$ cat src/rtl/mcycle_ctrl_pkg.sv
// rtl/mcycle_ctrl_pkg.sv - state encoding, opcode/funct constants, ALU ops and mux selects for mcycle_ctrl
// Optional build macro: MCYCLE_CTRL_JAL_EN adds the S_JAL state.
package mcycle_ctrl_pkg;

    typedef enum logic [3:0] {
        S_FETCH    = 4'd0,
        S_DECODE   = 4'd1,
        S_MEM_ADDR = 4'd2,
        S_MEM_RD   = 4'd3,
        S_MEM_WB   = 4'd4,
        S_MEM_WR   = 4'd5,
        S_EXEC_R   = 4'd6,
        S_WB_R     = 4'd7,
        S_EXEC_I   = 4'd8,
        S_WB_I     = 4'd9,
        S_BRANCH   = 4'd10,
        S_JUMP     = 4'd11,
`ifdef MCYCLE_CTRL_JAL_EN
        S_JAL      = 4'd12,
`endif
        S_JR       = 4'd13,
        S_FAULT    = 4'd14
    } state_t;

    localparam logic [5:0] OP_RTYPE = 6'h00;
    localparam logic [5:0] OP_J     = 6'h02;
    localparam logic [5:0] OP_JAL   = 6'h03;
    localparam logic [5:0] OP_BEQ   = 6'h04;
    localparam logic [5:0] OP_BNE   = 6'h05;
    localparam logic [5:0] OP_ADDI  = 6'h08;
    localparam logic [5:0] OP_XORI  = 6'h0E;
    localparam logic [5:0] OP_LW    = 6'h23;
    localparam logic [5:0] OP_SW    = 6'h2B;

    localparam logic [5:0] FN_JR  = 6'h08;
    localparam logic [5:0] FN_ADD = 6'h20;
    localparam logic [5:0] FN_SUB = 6'h22;
    localparam logic [5:0] FN_XOR = 6'h26;
    localparam logic [5:0] FN_SLT = 6'h2A;

    localparam logic [2:0] ALU_ADD = 3'd0;
    localparam logic [2:0] ALU_SUB = 3'd1;
    localparam logic [2:0] ALU_XOR = 3'd2;
    localparam logic [2:0] ALU_SLT = 3'd3;

    localparam logic       SEL_PC  = 1'b0;
    localparam logic       SEL_ALU = 1'b1;

    localparam logic       SRCA_PC = 1'b0;
    localparam logic       SRCA_A  = 1'b1;

    localparam logic [1:0] SRCB_B       = 2'd0;
    localparam logic [1:0] SRCB_4       = 2'd1;
    localparam logic [1:0] SRCB_IMM     = 2'd2;
    localparam logic [1:0] SRCB_IMM_SH2 = 2'd3;

    localparam logic [1:0] PC_ALU    = 2'd0;
    localparam logic [1:0] PC_ALUOUT = 2'd1;
    localparam logic [1:0] PC_JUMP   = 2'd2;
    localparam logic [1:0] PC_A      = 2'd3;

    localparam logic [1:0] DST_RD  = 2'd0;
    localparam logic [1:0] DST_RT  = 2'd1;
    localparam logic [1:0] DST_R31 = 2'd2;

    localparam logic [1:0] M2R_ALUOUT = 2'd0;
    localparam logic [1:0] M2R_MDR    = 2'd1;
    localparam logic [1:0] M2R_PC     = 2'd2;

    // Returns {valid, alu_op} for an R-type funct field.
    function automatic logic [3:0] r_alu_op(input logic [5:0] fn);
        case (fn)
            FN_ADD:  r_alu_op = {1'b1, ALU_ADD};
            FN_SUB:  r_alu_op = {1'b1, ALU_SUB};
            FN_XOR:  r_alu_op = {1'b1, ALU_XOR};
            FN_SLT:  r_alu_op = {1'b1, ALU_SLT};
            default: r_alu_op = {1'b0, ALU_ADD};
        endcase
    endfunction

endpackage

$ cat src/rtl/mcycle_ctrl_wdog.sv
// rtl/mcycle_ctrl_wdog.sv - memory wait-cycle counter with timeout compare
// Ports: clk, reset (async active-low), access (memory request this cycle),
//        mem_ready, clear (state is changing), expire (this wait cycle is the last allowed).
module mcycle_ctrl_wdog #(
    parameter int MEM_TIMEOUT = 15
) (
    input  logic clk,
    input  logic reset,
    input  logic access,
    input  logic mem_ready,
    input  logic clear,
    output logic expire
);

    localparam int W = (MEM_TIMEOUT < 2) ? 1 : $clog2(MEM_TIMEOUT + 1);
    localparam logic [W-1:0] LAST = W'(MEM_TIMEOUT - 1);

    logic [W-1:0] cnt;
    logic         waiting;

    assign waiting = access & ~mem_ready;
    // The wait cycle that would bring the count to MEM_TIMEOUT is the one that faults.
    assign expire  = waiting && (cnt == LAST);

    always_ff @(posedge clk or negedge reset) begin
        if (!reset) begin
            cnt <= '0;
        end else if (clear) begin
            cnt <= '0;
        end else if (waiting) begin
            cnt <= cnt + W'(1);
        end
    end

endmodule

$ cat src/rtl/mcycle_ctrl.sv
// rtl/mcycle_ctrl.sv - multi-cycle MIPS-subset control FSM with memory wait timeout
// Optional build macro: MCYCLE_CTRL_JAL_EN (JAL state; otherwise JAL faults).
// Ports: clk, reset (async active-low); opcode, funct, zero, mem_ready in;
//        memory controls, register enables, mux selects, alu_op, fault, instret, state out.
module mcycle_ctrl
    import mcycle_ctrl_pkg::*;
#(
    parameter int CNT_W       = 32,
    parameter int MEM_TIMEOUT = 15
) (
    input  logic             clk,
    input  logic             reset,
    input  logic [5:0]       opcode,
    input  logic [5:0]       funct,
    input  logic             zero,
    input  logic             mem_ready,
    output logic             mem_req,
    output logic             mem_we,
    output logic             mem_sel,
    output logic             pc_we,
    output logic             ir_we,
    output logic             mdr_we,
    output logic             ab_we,
    output logic             reg_we,
    output logic [1:0]       reg_dst,
    output logic [1:0]       mem_to_reg,
    output logic             alu_src_a,
    output logic [1:0]       alu_src_b,
    output logic [2:0]       alu_op,
    output logic [1:0]       pc_src,
    output logic             fault,
    output logic [CNT_W-1:0] instret,
    output logic [3:0]       state
);

    state_t     state_q, state_d;
    logic       access;
    logic       expire;
    logic [3:0] r_dec;

    // Derived straight from the state so the watchdog path does not loop through the output block.
    assign access = (state_q == S_FETCH) || (state_q == S_MEM_RD) || (state_q == S_MEM_WR);
    assign r_dec  = r_alu_op(funct);
    assign state  = state_q;

    mcycle_ctrl_wdog #(.MEM_TIMEOUT(MEM_TIMEOUT)) u_wdog (
        .clk       (clk),
        .reset     (reset),
        .access    (access),
        .mem_ready (mem_ready),
        .clear     (state_d != state_q),
        .expire    (expire)
    );

    always_ff @(posedge clk or negedge reset) begin
        if (!reset) begin
            state_q <= S_FETCH;
            instret <= '0;
        end else begin
            state_q <= state_d;
            if (state_q != S_FETCH && state_d == S_FETCH) begin
                instret <= instret + CNT_W'(1);
            end
        end
    end

    always_comb begin
        state_d    = state_q;
        mem_req    = 1'b0;
        mem_we     = 1'b0;
        mem_sel    = SEL_PC;
        pc_we      = 1'b0;
        ir_we      = 1'b0;
        mdr_we     = 1'b0;
        ab_we      = 1'b0;
        reg_we     = 1'b0;
        reg_dst    = DST_RD;
        mem_to_reg = M2R_ALUOUT;
        alu_src_a  = SRCA_PC;
        alu_src_b  = SRCB_B;
        alu_op     = ALU_ADD;
        pc_src     = PC_ALU;
        fault      = 1'b0;

        case (state_q)
            S_FETCH: begin
                mem_req   = 1'b1;
                alu_src_b = SRCB_4;
                if (mem_ready) begin
                    ir_we   = 1'b1;
                    pc_we   = 1'b1;
                    state_d = S_DECODE;
                end else if (expire) begin
                    state_d = S_FAULT;
                end
            end
            S_DECODE: begin
                ab_we     = 1'b1;
                alu_src_b = SRCB_IMM_SH2;
                case (opcode)
                    OP_RTYPE:        state_d = (funct == FN_JR) ? S_JR : S_EXEC_R;
                    OP_LW, OP_SW:    state_d = S_MEM_ADDR;
                    OP_ADDI, OP_XORI: state_d = S_EXEC_I;
                    OP_BEQ, OP_BNE:  state_d = S_BRANCH;
                    OP_J:            state_d = S_JUMP;
`ifdef MCYCLE_CTRL_JAL_EN
                    OP_JAL:          state_d = S_JAL;
`else
                    OP_JAL:          state_d = S_FAULT;
`endif
                    default:         state_d = S_FAULT;
                endcase
            end
            S_MEM_ADDR: begin
                alu_src_a = SRCA_A;
                alu_src_b = SRCB_IMM;
                state_d   = (opcode == OP_SW) ? S_MEM_WR : S_MEM_RD;
            end
            S_MEM_RD: begin
                mem_req = 1'b1;
                mem_sel = SEL_ALU;
                if (mem_ready) begin
                    mdr_we  = 1'b1;
                    state_d = S_MEM_WB;
                end else if (expire) begin
                    state_d = S_FAULT;
                end
            end
            S_MEM_WB: begin
                reg_we     = 1'b1;
                reg_dst    = DST_RT;
                mem_to_reg = M2R_MDR;
                state_d    = S_FETCH;
            end
            S_MEM_WR: begin
                mem_req = 1'b1;
                mem_we  = 1'b1;
                mem_sel = SEL_ALU;
                if (mem_ready) begin
                    state_d = S_FETCH;
                end else if (expire) begin
                    state_d = S_FAULT;
                end
            end
            S_EXEC_R: begin
                alu_src_a = SRCA_A;
                alu_op    = r_dec[2:0];
                state_d   = r_dec[3] ? S_WB_R : S_FAULT;
            end
            S_WB_R: begin
                reg_we  = 1'b1;
                state_d = S_FETCH;
            end
            S_EXEC_I: begin
                alu_src_a = SRCA_A;
                alu_src_b = SRCB_IMM;
                alu_op    = (opcode == OP_XORI) ? ALU_XOR : ALU_ADD;
                state_d   = S_WB_I;
            end
            S_WB_I: begin
                reg_we  = 1'b1;
                reg_dst = DST_RT;
                state_d = S_FETCH;
            end
            S_BRANCH: begin
                alu_src_a = SRCA_A;
                alu_op    = ALU_SUB;
                pc_src    = PC_ALUOUT;
                pc_we     = ((opcode == OP_BEQ) && zero) || ((opcode == OP_BNE) && !zero);
                state_d   = S_FETCH;
            end
            S_JUMP: begin
                pc_we   = 1'b1;
                pc_src  = PC_JUMP;
                state_d = S_FETCH;
            end
`ifdef MCYCLE_CTRL_JAL_EN
            S_JAL: begin
                reg_we     = 1'b1;
                reg_dst    = DST_R31;
                mem_to_reg = M2R_PC;
                pc_we      = 1'b1;
                pc_src     = PC_JUMP;
                state_d    = S_FETCH;
            end
`endif
            S_JR: begin
                pc_we   = 1'b1;
                pc_src  = PC_A;
                state_d = S_FETCH;
            end
            S_FAULT: begin
                fault = 1'b1;
            end
            default: begin
                state_d = S_FAULT;
            end
        endcase

        // Reset drops every output at once, abandoning any access in flight.
        if (!reset) begin
            mem_req    = 1'b0;
            mem_we     = 1'b0;
            mem_sel    = 1'b0;
            pc_we      = 1'b0;
            ir_we      = 1'b0;
            mdr_we     = 1'b0;
            ab_we      = 1'b0;
            reg_we     = 1'b0;
            reg_dst    = 2'd0;
            mem_to_reg = 2'd0;
            alu_src_a  = 1'b0;
            alu_src_b  = 2'd0;
            alu_op     = 3'd0;
            pc_src     = 2'd0;
            fault      = 1'b0;
        end
    end

endmodule
$ cat config.mk
export PLATFORM = sky130hd
export DESIGN_NAME = mcycle_ctrl
export DESIGN_NICKNAME = d
export VERILOG_FILES = /design/src/rtl/mcycle_ctrl_pkg.sv /design/src/rtl/mcycle_ctrl_wdog.sv /design/src/rtl/mcycle_ctrl.sv
export SDC_FILE = /design/constraint.sdc
export NUM_CORES = 1
export LEC_CHECK = 0
export ABC_AREA = 0
export CORE_ASPECT_RATIO = 0.6
export CORE_MARGIN = 2
export CORE_UTILIZATION = 35
export DETAILED_ROUTE_END_ITERATION = 12
export GPL_TIMING_DRIVEN = 0
export PLACE_DENSITY_LB_ADDON = 0.05
export SLEW_MARGIN = 20
export SYNTH_ARGS = -nofsm -noshare
export SYNTH_HDL_FRONTEND = slang
export SYNTH_HIERARCHICAL = 1
export SYNTH_SLANG_ARGS = --single-unit
export TNS_END_PERCENT = 10
$ cat constraint.sdc
create_clock -name clk -period 3.95 [get_ports clk]
set_input_delay 0.395 -clock clk [delete_from_list [all_inputs] [get_ports clk]]
set_output_delay 0.395 -clock clk [all_outputs]
set_load 0.02 [all_outputs]
==> impl_metrics.py <==
metrics = {
    "grt": {
        "antenna_found_initial": 0,
        "overflow": 0,
        "grt_usage_pct": 18.35,
        "grt_use_met1_pct": 29.97,
        "grt_pass1_vias": 2366,
        "grt_start_max_net_pins": 29,
        "grtUsageMet2_pct": 23.81,
        "use_met3_pct": 4.425,
        "grt-busiest-layer": "met1",
        "grt_pass1_wl_mm": 12.43,
    },
    "sta": {
        "fin_skew_ns": 0.005846,
        "slew_viol_final": 0,
        "min_period_ns": 3.757,
        "setup-violations-final": 0,
        "timing.fmax_ghz": 0.2662,
        "worst-slew-pin-transition_ns": 0.6659,
        "min_period_over_period_pct": 95.11,
        "finalHoldViolations": 0,
        "relSlewSlack_pct": 55.49,
        "rsz0062_at_grt": "false",
    },
    "yosys": {
        "ys_ff_latch": 40,
        "ys.flop_type": "dfrtp_1",
        "syn_area_um2": 2810,
        "synthCells": 326,
        "ys_top_cells_by_area": "dfrtp_1 36%, xor2_1 7.8%, nor2_1 4.8%",
        "avgSynthCellArea_um2": 8.620,
        "ys_async_sr_fraction_pct": 100.0,
        "yosys_warnings": 6,
        "yosysTopAreaCell": "dfrtp_1",
        "synth_common_cells": "40 x dfrtp_1, 36 x nor2_1, 28 x nand2_1",
        "yosysUniqueCellTypes": 61,
        "netlist.area_leader.share_pct": 35.62,
        "synth_edf_count": 0,
        "synth.most_common_cell": "dfrtp_1",
        "ys_seq_area_share_pct": 35.62,
    },
    "cells_and_area": {
        "synthToLayoutAreaGrowth_pct": 35.75,
        "antenna_cells": 0,
        "utilization_pct": 48.78,
        "drive_gt1_share_pct": 10.62,
        "nets": 424,
        "fill_cells": 771,
    },
    "cts": {
        "clockBufferDepth": 2,
        "cts-buffers-inserted": 5,
        "cts_tree": "yes",
        "clkSlewWorstSetupHoldPaths_ns": 0.05,
        "ctsHtreeMaxLevel": 2,
        "cts.sinks": 40,
        "clk_latency_ns": 0.28,
        "cts-root-buf": "clkbuf_16",
    },
    "worst_setup_path": {
        "cp-end-kind": "register",
        "slowest_delay_ns": 0.35,
        "cp.required_ns": 4.11,
        "crit_path_start_kind": "register",
        "critPathKind": "register to register",
        "slowest_stage": "a21oi_1",
        "cp_max_fo": 10,
        "cp_cell_sequence": "buf_2 -> clkbuf_4 -> clkinv_2 -> nor2_1 -> nor3_1 -> a21oi_1 -> nor2_1 -> nor2b_4 -> and4_2 -> or2_2 -> or2_2 -> a21oi_1 -> nor2_1 -> xor2_1 -> o2111ai_1 -> nor2b_1 -> mux2_1",
        "cp_common_cell": "nor2_1",
        "crit_arrival_ns": 3.91,
    },
    "run_status": {
        "status": "finished clean",
    },
    "power_and_ir_drop": {
        "leakage_nw": 1.609,
        "ir_drop_uv": 290.2,
        "powerDensity_nw_per_um2": 549.6,
        "p_total_w": 0.002097,
    },
    "placement": {
        "hpwlAfterDp_mm": 6.087,
        "gp_congestion": 0.9123,
        "port_buffers": 67,
    },
    "flow_run": {
        "drv_cap": 0,
    },
    "die": {
        "fp.dieW_um": 119.7,
        "die_area_um2": 8786,
        "placementRows": 25,
        "start_util_pct": 35.94,
        "die_h_um": 73.41,
        "io_pins": 73,
        "floorplan.core_area_um2": 7820,
    },
    "routing": {
        "drt_iter0_markers": 222,
        "wl_mm": 7.901,
        "viasPerCell": 5.094,
        "wire_per_inst_um": 15.40,
        "ant_nets": 0,
        "firstDrtPassIters": 5,
        "num_vias": 2613,
        "drc_errors": 0,
    },
    "min_path": {
        "hold_class": "input pin to async pin",
    },
}
-- worst max-delay path: cells and delay by family, from the launching register on --
kind | cells | cell delay [ns]
xor+xnor | 1 | 0.16
buf+inv | 3 | 0.62
simple gates | 9 | 1.50
flops | 1 | 0.34
compound gates | 3 | 0.70
mux | 1 | 0.31
-- metrics by stage --
step	hold WS [ns]	TNS, ns	area [um^2]	worst slack [ns]	cells
floorplan	0.09941	0	2818	0.3694	328
global placement	0.4574	-5.369	3623	-0.2787	503
detailed placement	0.3658	-4.565	3638	-0.2849	504
CTS	0.06891	0	3785	0.1353	512
global route	0.08134	0	3815	0.006727	513
finish	0.06027	0	3815	0.1930	513
-- cell type report --
| class | count | area (um^2) | share of cell area, % |
|---|---|---|---|
| plain buffers | 16 | 106.4 | 2.788 |
| clock buffers | 6 | 128.9 | 3.378 |
| clock inverters | 1 | 5.005 | 0.1312 |
| inverters | 16 | 61.31 | 1.607 |
| multi-input cells | 255 | 1668 | 43.72 |
| flip-flops and latches | 40 | 1002 | 26.27 |
| well taps | 108 | 135.1 | 3.542 |
| repair buffers | 71 | 708.2 | 18.56 |
-- cells in the final DEF, fill, tap and decap left out, types with 5 or more instances in the layout --
cell	Yosys	layout
nor3_1	21	20
nand2_1	28	28
nor2b_1	11	10
clkdlybuf4s50_1	0	66
nor2_1	36	36
nor4_1	8	8
nand2b_1	5	5
inv_1	15	15
xor2_1	25	25
buf_4	3	6
o21ai_0	6	6
dfrtp_1	40	39
xnor2_1	14	14
and3_1	5	5
nand4_1	6	6
buf_2	4	5
a21oi_1	7	7
clkbuf_16	0	5
nand3_1	17	17
-- sequential cells by signal, indices dropped and copies added (netlist names) --
name / count
state: 4
u_wdog/cnt: 4
instret: 32
-- cells by family after synthesis --
kind of cell | Yosys count | synth area share [%]
buf+inv | 33 | 5.788
compound gates | 39 | 10.29
other cells | 1 | 0.1334
flops | 40 | 35.62
simple gates | 167 | 33.17
mux | 4 | 1.514
xor+xnor | 39 | 12.16
fa+ha+maj | 3 | 1.336
-- repair_timing --
action | in CTS | in global routing
setup buffers | 1 | 2
pin swaps | 1 | 1
endpoints found under the setup margin | 32 | 25
endpoints found under the hold margin | 0 | 0
hold buffers | 0 | 0
resized for setup | 4 | 5
-- metal layers --
layer	vias up	wire length (um)
li1	1296	-
met3	4	436
met2	68	3085
met4	0	41
met5	-	0
met1	1245	4338
-- power by group --
part | internal (W) | switching, W | leakage (nW)
Combinational | 0.000492 | 0.000684 | 1.04
Sequential | 0.000459 | 0.0000794 | 0.507
Clock | 0.000229 | 0.000153 | 0.0667
-- worst paths after layout --
| check | from | endpoint | slack (ns) | depth (start not counted) |
|---|---|---|---|---|
| max | state[2] | u_wdog/cnt[3] | 0.19 | 17 |
| min | reset | u_wdog/cnt[1] | 0.06 | 1 |
| max reg2reg | state[2] | u_wdog/cnt[3] | 0.19 | 17 |
| min reg2reg | instret[31] | instret[31] | 0.48 | 1 |
| max in group asynchronous | reset | state[0] | 3.38 | 2 |
| min in group clk | instret[31] | instret[31] | 0.48 | 1 |
No activity file was read; power rests on OpenSTA's default activity.
